<file path="config.mk">
export PLATFORM = sky130hd
export DESIGN_NAME = pq_sevenseg_scan
export DESIGN_NICKNAME = d
export VERILOG_FILES = /design/src/rtl/pq_sevenseg_scan_pkg.sv /design/src/rtl/pq_sevenseg_scan_hex7seg.sv /design/src/rtl/pq_sevenseg_scan.sv
export SDC_FILE = /design/constraint.sdc
export NUM_CORES = 1
export LEC_CHECK = 0
export CAP_MARGIN = 40
export CELL_PAD_IN_SITES_DETAIL_PLACEMENT = 0
export CELL_PAD_IN_SITES_GLOBAL_PLACEMENT = 1
export CORE_ASPECT_RATIO = 0.7
export CORE_UTILIZATION = 44
export DETAILED_ROUTE_END_ITERATION = 10
export GPL_ROUTABILITY_DRIVEN = 0
export PLACE_DENSITY = 0.82
export SYNTH_ARGS = -nofsm -noshare
export SYNTH_HDL_FRONTEND = slang
export SYNTH_SLANG_ARGS = --single-unit
</file>
<file path="constraint.sdc">
create_clock -name clk -period 6.4 [get_ports clk]
set_input_delay 0.64 -clock clk [delete_from_list [all_inputs] [get_ports clk]]
set_output_delay 0.64 -clock clk [all_outputs]
set_load 0.005 [all_outputs]
</file>
<file path="src/rtl/pq_sevenseg_scan_pkg.sv">
// Shared display types and the hex-to-segment glyph table.
// Pure declarations; no latency and no flow control.
// Not applicable: the package holds no logic that could stall.
package pq_sevenseg_scan_pkg;

   localparam int NUM_DIGITS = 4;

   typedef logic [6:0] seg_t;     // {g,f,e,d,c,b,a}, active-high
   typedef logic [3:0] nibble_t;

   // b and d are lowercase so they stay distinguishable from 8 and 0.
   function automatic seg_t hex_to_seg(input nibble_t nib);
      seg_t glyph;
      case (nib)
         4'h0: glyph = 7'h3F;
         4'h1: glyph = 7'h06;
         4'h2: glyph = 7'h5B;
         4'h3: glyph = 7'h4F;
         4'h4: glyph = 7'h66;
         4'h5: glyph = 7'h6D;
         4'h6: glyph = 7'h7D;
         4'h7: glyph = 7'h07;
         4'h8: glyph = 7'h7F;
         4'h9: glyph = 7'h6F;
         4'hA: glyph = 7'h77;
         4'hB: glyph = 7'h7C;
         4'hC: glyph = 7'h39;
         4'hD: glyph = 7'h5E;
         4'hE: glyph = 7'h79;
         4'hF: glyph = 7'h71;
         default: glyph = 7'h00;
      endcase
      return glyph;
   endfunction

endpackage

</file>
<file path="src/rtl/pq_sevenseg_scan_hex7seg.sv">
// Combinational nibble to active-high seven-segment glyph decoder.
// Zero latency.
// No backpressure; output follows input.
module pq_sevenseg_scan_hex7seg
   import pq_sevenseg_scan_pkg::*;
(
   input  nibble_t nib,
   output seg_t    seg
);

   assign seg = hex_to_seg(nib);

endmodule

</file>
<file path="src/rtl/pq_sevenseg_scan.sv">
// Latches a key/value byte pair and scans it as four hex digits onto a muxed display.
// One cycle from capture or digit advance to the pins.
// No backpressure: toDisplay is sampled every cycle and the last value wins.
module pq_sevenseg_scan
   import pq_sevenseg_scan_pkg::*;
#(
   parameter int REFRESH_DIV = 100000,
   parameter bit ACTIVE_LOW  = 1'b1
)
(
   input  logic                  clk,
   input  logic                  rst,
   input  logic [7:0]            data1,
   input  logic [7:0]            data2,
   input  logic                  toDisplay,
   output logic [NUM_DIGITS-1:0] an,
   output logic [6:0]            seg,
   output logic                  dp,
   output logic                  shown
);

   localparam int              CNT_W    = (REFRESH_DIV > 1) ? $clog2(REFRESH_DIV) : 1;
   localparam logic [CNT_W-1:0] CNT_LAST = CNT_W'(REFRESH_DIV - 1);
   localparam logic            POL      = ACTIVE_LOW;

   logic [CNT_W-1:0]      cnt;
   logic [1:0]            idx;
   logic [15:0]           cap;
   nibble_t               cur_nib;
   seg_t                  cur_seg;
   logic [NUM_DIGITS-1:0] an_act;

   always_comb begin
      cur_nib = cap[3:0];
      case (idx)
         2'd0: cur_nib = cap[3:0];
         2'd1: cur_nib = cap[7:4];
         2'd2: cur_nib = cap[11:8];
         2'd3: cur_nib = cap[15:12];
         default: cur_nib = cap[3:0];
      endcase
      an_act = 4'b0001 << idx;
   end

   pq_sevenseg_scan_hex7seg u_hex7seg (
      .nib (cur_nib),
      .seg (cur_seg)
   );

   // Pins are built from the pre-edge idx/cap/shown, so every change lands one edge later.
   always_ff @(posedge clk) begin
      if (rst) begin
         cnt   <= '0;
         idx   <= '0;
         cap   <= '0;
         shown <= 1'b0;
         an    <= {NUM_DIGITS{POL}};
         seg   <= {7{POL}};
         dp    <= POL;
      end else begin
         if (cnt == CNT_LAST) begin
            cnt <= '0;
            idx <= idx + 2'd1;
         end else begin
            cnt <= cnt + 1'b1;
         end

         if (toDisplay) begin
            cap   <= {data1, data2};
            shown <= 1'b1;
         end

         if (shown) begin
            an  <= an_act ^ {NUM_DIGITS{POL}};
            seg <= cur_seg ^ {7{POL}};
            dp  <= (idx == 2'd2) ^ POL;
         end else begin
            an  <= {NUM_DIGITS{POL}};
            seg <= {7{POL}};
            dp  <= POL;
         end
      end
   end

endmodule

</file>
* Word-level counts from Yosys, hierarchy flattened
Memory sizes are Yosys's and may differ from the RTL's.
Index checks and enable logic that the tools add are counted.
** Operators by class
- Muxes and demuxes :: 1
- Bitwise logic cells :: 4
- Shifts and indexed selects :: 1
- Reduce and logical (&&, ||, !) cells :: 3
- Eq/ne operators :: 4
- $add $sub $neg :: 2
** Operator list (number)
- $add A17 B1 Y17 const B :: 1
- $eq A17 B17 Y1 const B :: 1
- $pmux W4 S4 :: 1
- $not A7 Y7 :: 1
- $eq A2 B2 Y1 const B :: 2
- $not A4 Y4 :: 1
- $reduce_or A2 Y1 :: 2
- $shl A1 B2 Y4 const A :: 1
- $add A2 B1 Y2 const B :: 1
- $eq A2 B1 Y1 const B :: 1
- $logic_not A2 Y1 :: 1
- $not A1 Y1 :: 2
** Word-level totals
- Logic and storage cells :: 23
- Output and inout port bits :: 13
- Bits of input ports :: 19
- Bits in registers :: 48
- Memories kept :: 1
- ROM bits :: 112
** Memories
- (no name shown) :: depth 16, bits a word 7, rd ports 1, clocked after memory_dff 0, write ports 0, line pq_sevenseg_scan_pkg.sv:14 : case (nib)

* Logic depth before layout (Yosys ltp)
An unclocked memory read counts as a cell.
- Depth in word-level cells :: 4
- Depth in mapped cells :: 10
- Mapped depth without buffers :: 10

* By module
A second synthesis with hierarchy kept.
** Unflattened totals
- Cells, all modules :: 231
- Area, all modules :: 2185.8 sq um
** Modules (own cells, without submodules)
- pq_sevenseg_scan :: times used 1, seq. area each 940.9 sq um, cells an instance 198, area each 1898.1 sq um
- pq_sevenseg_scan_hex7seg :: times used 1, seq. area each 0.0 sq um, cells an instance 33, area each 287.8 sq um

* Least setup slack after synthesis
Ideal clock, no wire load.
- Path kind :: register -> register
- Start :: register idx[1]
- End :: register seg[3]
- Arrival :: 2.065 ns
- Slack :: 4.189 ns
- Library setup time :: 0.146 ns
- Required time :: 6.254 ns
- Stages on the path, launching flop included :: 11
- Period minus slack after synthesis :: 2.211 ns
- Path buffers :: 0
- Cells stage by stage :: dfxtp_1 -> inv_1 -> ha_1 -> a222oi_1 -> nand2_1 -> o21ai_0 -> inv_1 -> ha_1 -> and2_4 -> a2111oi_2 -> a41oi_1
** On the way
- Longest elaborated chain between the ends :: 4
- Elaborated cells on any way between the ends :: 7
- Classes of those cells :: 3 x eq/ne; 1 x mux; 1 x bitwise; 1 x reduce/logical; 1 x memory
** RTL lines
- start, declared :: line pq_sevenseg_scan.sv:27 : logic [1:0] idx;
- start signal, assigned :: line pq_sevenseg_scan.sv:63 : idx <= idx + 2'd1;
- $eq A2 B2 Y1, or another cell as far along :: line pq_sevenseg_scan.sv:35 : case (idx)
- $pmux W4 S4 (*) :: line pq_sevenseg_scan.sv:35
- $mem_v2 Z16 W7 (*)
- $not A7 Y7 (no source line) (*)
- end signal, assigned :: line pq_sevenseg_scan.sv:58 : seg <= {7{POL}};
- end signal, assigned :: line pq_sevenseg_scan.sv:75 : seg <= cur_seg ^ {7{POL}};
- end signal, assigned :: line pq_sevenseg_scan.sv:79 : seg <= {7{POL}};
- end, declared :: line pq_sevenseg_scan.sv:17 : output logic [6:0] seg,
Every way passes the cells marked *; elsewhere a longest branch is shown, timed or not.
A chain may end at the register's enable or synchronous reset.

* Final worst setup path
- Start :: register idx[0]
- End :: register seg[3]
The elaborated chain is that of the path after synthesis.

==> flow_metrics.env <==
export IMPL_syn_inst=217
export IMPL_place_inst=295
export IMPL_final_count_of_hold_timing_violations=0
export IMPL_violations_in_the_final_reports="DRC"
export IMPL_final_period_minus_worst_setup_slack_ps=2560
export IMPL_drc_errors=13
export IMPL_drtIter0Drc=123
export IMPL_route_vias_total=1509
export IMPL_clk_root_buffer_cell="sky130_fd_sc_hd__clkbuf_8"
export IMPL_first_pass_grt_wire_length_mm=6.73
export IMPL_post_synth_and_or_nand_nor_area_fraction=0.191
export IMPL_detail_route_vias_per_cell=4.98
export IMPL_place_hpwl_mm=2.95
export IMPL_placeableCoreArea_mm2=0.00445
export IMPL_post_place_ws_ps=3790
export IMPL_grt_start_max_net_pins=25
export IMPL_postCtsHoldBufs=0
export IMPL_finalSetupViolations=0
export IMPL_cts_sinks=47
export IMPL_fin_nets=279
export IMPL_h_tree_depth=2
export IMPL_yosys_mux_area_fraction=0.115
export IMPL_wl_mm=4.02
export IMPL_die_width_um=84.4
export IMPL_placement_io_buffers=31
export IMPL_power_total_mw=0.540
export IMPL_finClkSkew_ps=14.1
export IMPL_floorplan_initialDensity=0.470
export IMPL_rows=20
export IMPL_cts_resized=0
export IMPL_synth_top_family_by_area="simple AND/OR/NAND/NOR gates"
export IMPL_netlist_area_before_placement_mm2=0.00209
export IMPL_run_status="complete, but fails checks"
export IMPL_hold_slack_final_ps=493
export IMPL_synth_lib_cells_used_distinct=38
export IMPL_wl_per_cell_um=13.3
export IMPL_n_antenna_cell=0
export IMPL_worst_setup_path_end_kind="register"
export IMPL_grt_ovfl_total=0
export IMPL_total_leakage_power_nw=1.03
export IMPL_critical_path_arrival_ps=2700
export IMPL_drt_pass1_iter_count=7
export IMPL_crit_path_start_kind="register"
export IMPL_syn_nets=249
export IMPL_pwr_density_cell_mw_per_mm2=214
export IMPL_irDropWorstVdd_mv=0.120
export IMPL_grt_setup_unrepaired="no"
export IMPL_critPathMaxFanout=6
export IMPL_period_share=0.399
export IMPL_die_y_um=59.7
export IMPL_synth_avg_cell_area_um2=9.65
export IMPL_setup_tns_ps=0
export IMPL_synth_fa_ha_area_frac=0.0777
export IMPL_area_growth_syn_to_layout_pct=20.8
export IMPL_slew_viol_final=0
export IMPL_die_area_mm2=0.00504
export IMPL_antenna_found_initial=0
export IMPL_yosys_warnings=0
export IMPL_post_cts_setup_buffer_count=0
export IMPL_cts_reportedPaths_clkPinSlew_ps=90
export IMPL_antenna_violating_nets_post_route=0
export IMPL_final_cell_count_without_fillers=303
export IMPL_worst_endpoint_required_ps=6540
export IMPL_io_pins=32
export IMPL_worst_skew_pair_late_latency_ps=300
export IMPL_layout_drive_gt1_share=0.0685
export IMPL_cts_tree="done"
export IMPL_holdCritPathClass="reg -> reg"
export IMPL_synth_ff_latch_count=47
export IMPL_timing_max_slew_rel_slack=0.457
export IMPL_final_critical_path_setup_slack_ps=3840
export IMPL_grt_total_usage=0.179
export IMPL_timing_max_cap_violations=0
export IMPL_cts_root_to_sink_buffers=2
export IMPL_synth_xor_xnor_area_share=0.0669
export IMPL_sequential_share_of_the_synthesized_area=0.449
export IMPL_worstSetupPathType="reg -> reg"
export IMPL_cts_made_buffers=5
export IMPL_max_freq_mhz=391
export IMPL_synth_compound_area_frac=0.0669
export IMPL_first_global_vias=1321
export IMPL_max_slew_worst_pin_slew_ps=812
flip-flops by register name, summed over array words and instances, names as in the netlist:
register	count
seg	7
cnt	17
shown	1
idx	2
an	4
cap	16
area by class of cell:
| class | count | area (um2) |
|---|---|---|
| clock buffer | 6 | 72.6 |
| clock inverter | 2 | 12.5 |
| fill | 407 | 1930 |
| inverter | 7 | 26.3 |
| multi-input combinational | 154 | 1080 |
| sequential | 47 | 941 |
| tap | 55 | 68.8 |
| timing repair buffer | 32 | 325 |
where the power goes:
part	internal [mW]	total [mW]	switching [mW]	leakage (nW)
Combinational	0.0320	0.0591	0.0271	0.602
Clock	0.0764	0.172	0.0955	0.0412
Sequential	0.303	0.309	0.00602	0.384
routing by layer:
metal | GRT usage | vias up | wire length [um]
met2 | 0.212 | 49 | 1370
met5 | 0 | - | 0
met3 | 0.0483 | 4 | 230
li1 | - | 797 | -
met4 | 0.0799 | 0 | 38
met1 | 0.285 | 659 | 2380
synth_stat cells:
library cell / n / area, um2
sky130_fd_sc_hd__a21oi_1: 1 / 5.00
sky130_fd_sc_hd__a222oi_1: 4 / 40.0
sky130_fd_sc_hd__mux2i_2: 1 / 13.8
sky130_fd_sc_hd__a21oi_2: 1 / 8.76
sky130_fd_sc_hd__nand4b_1: 1 / 8.76
sky130_fd_sc_hd__inv_1: 7 / 26.3
sky130_fd_sc_hd__a41oi_1: 1 / 8.76
sky130_fd_sc_hd__xnor2_1: 3 / 26.3
sky130_fd_sc_hd__buf_2: 5 / 25.0
sky130_fd_sc_hd__clkbuf_1: 2 / 7.51
sky130_fd_sc_hd__mux2_2: 1 / 11.3
sky130_fd_sc_hd__o21ai_0: 2 / 10.0
sky130_fd_sc_hd__a211oi_2: 1 / 12.5
sky130_fd_sc_hd__and2_4: 2 / 17.5
sky130_fd_sc_hd__a2111oi_2: 1 / 15.0
sky130_fd_sc_hd__ha_1: 13 / 163
sky130_fd_sc_hd__nor2b_1: 2 / 12.5
sky130_fd_sc_hd__nor4_2: 1 / 12.5
sky130_fd_sc_hd__nor3_1: 2 / 10.0
sky130_fd_sc_hd__nor2_1: 41 / 154
sky130_fd_sc_hd__a221o_1: 1 / 10.0
sky130_fd_sc_hd__and4_1: 1 / 8.76
sky130_fd_sc_hd__mux2_4: 1 / 15.0
sky130_fd_sc_hd__dfxtp_1: 47 / 941
sky130_fd_sc_hd__o21ai_1: 3 / 15.0
sky130_fd_sc_hd__o221ai_1: 1 / 8.76
sky130_fd_sc_hd__nand4_1: 3 / 18.8
sky130_fd_sc_hd__buf_1: 1 / 3.75
sky130_fd_sc_hd__and3_1: 3 / 18.8
sky130_fd_sc_hd__a31oi_1: 1 / 6.26
sky130_fd_sc_hd__nor4_1: 2 / 12.5
sky130_fd_sc_hd__buf_4: 1 / 7.51
sky130_fd_sc_hd__nand2_1: 14 / 52.6
sky130_fd_sc_hd__xor2_1: 13 / 114
sky130_fd_sc_hd__nand3_1: 9 / 45.0
sky130_fd_sc_hd__nor4b_1: 1 / 8.76
sky130_fd_sc_hd__mux2i_1: 20 / 200
sky130_fd_sc_hd__nand2b_1: 3 / 18.8
cell usage in the layout (no fill, tap or decap), drive strengths merged, types with 2 or more instances in the layout:
cell | netlist | layout
a21oi | 2 | 2
a222oi | 4 | 4
and2 | 2 | 2
and3 | 3 | 3
clkbuf | 2 | 6
clkdlybuf4s50 | 0 | 31
dfxtp | 47 | 47
ha | 13 | 13
inv | 7 | 7
mux2 | 2 | 2
mux2i | 21 | 21
nand2 | 14 | 14
nand2b | 3 | 3
nand3 | 9 | 9
nand4 | 3 | 3
nor2 | 41 | 41
nor2b | 2 | 2
nor3 | 2 | 2
nor4 | 3 | 3
o21ai | 5 | 5
xnor2 | 3 | 3
xor2 | 13 | 13
path summary, 6_finish.rpt:
check	from	to	slack [ps]	cells past startpoint
max reg2reg	idx[0]	seg[3]	3840	10
min	cnt[0]	cnt[0]	490	1
max	idx[0]	seg[3]	3840	10
min reg2reg	cnt[0]	cnt[0]	490	1
metrics by stage:
stage	cell area (um2)	utilization
3_5_place_dp	2440	0.549
5_1_grt	2530	0.568
3_3_place_gp	2430	0.545
2_1_floorplan	2090	-
6_report	2530	0.568
4_1_cts	2530	0.568
critical path, cell delays in order, from the launching register on:
cell and delay [ps]:
sky130_fd_sc_hd__dfxtp_1 370, sky130_fd_sc_hd__inv_1 100, sky130_fd_sc_hd__ha_1 290, sky130_fd_sc_hd__a222oi_1 290
sky130_fd_sc_hd__nand2_1 90, sky130_fd_sc_hd__o21ai_0 260, sky130_fd_sc_hd__inv_1 190, sky130_fd_sc_hd__ha_1 300
sky130_fd_sc_hd__and2_4 150, sky130_fd_sc_hd__a2111oi_2 270, sky130_fd_sc_hd__a41oi_1 80
logic make-up (layout without fill, tap and decap cells):
group / after synthesis / count (layout)
compound gates: 17 / 17
xor+xnor: 16 / 16
fa+ha+maj: 13 / 13
flops: 47 / 47
simple gates: 85 / 85
buf+inv: 16 / 47
mux: 23 / 23
No activity file was read; power rests on OpenSTA's default activity.
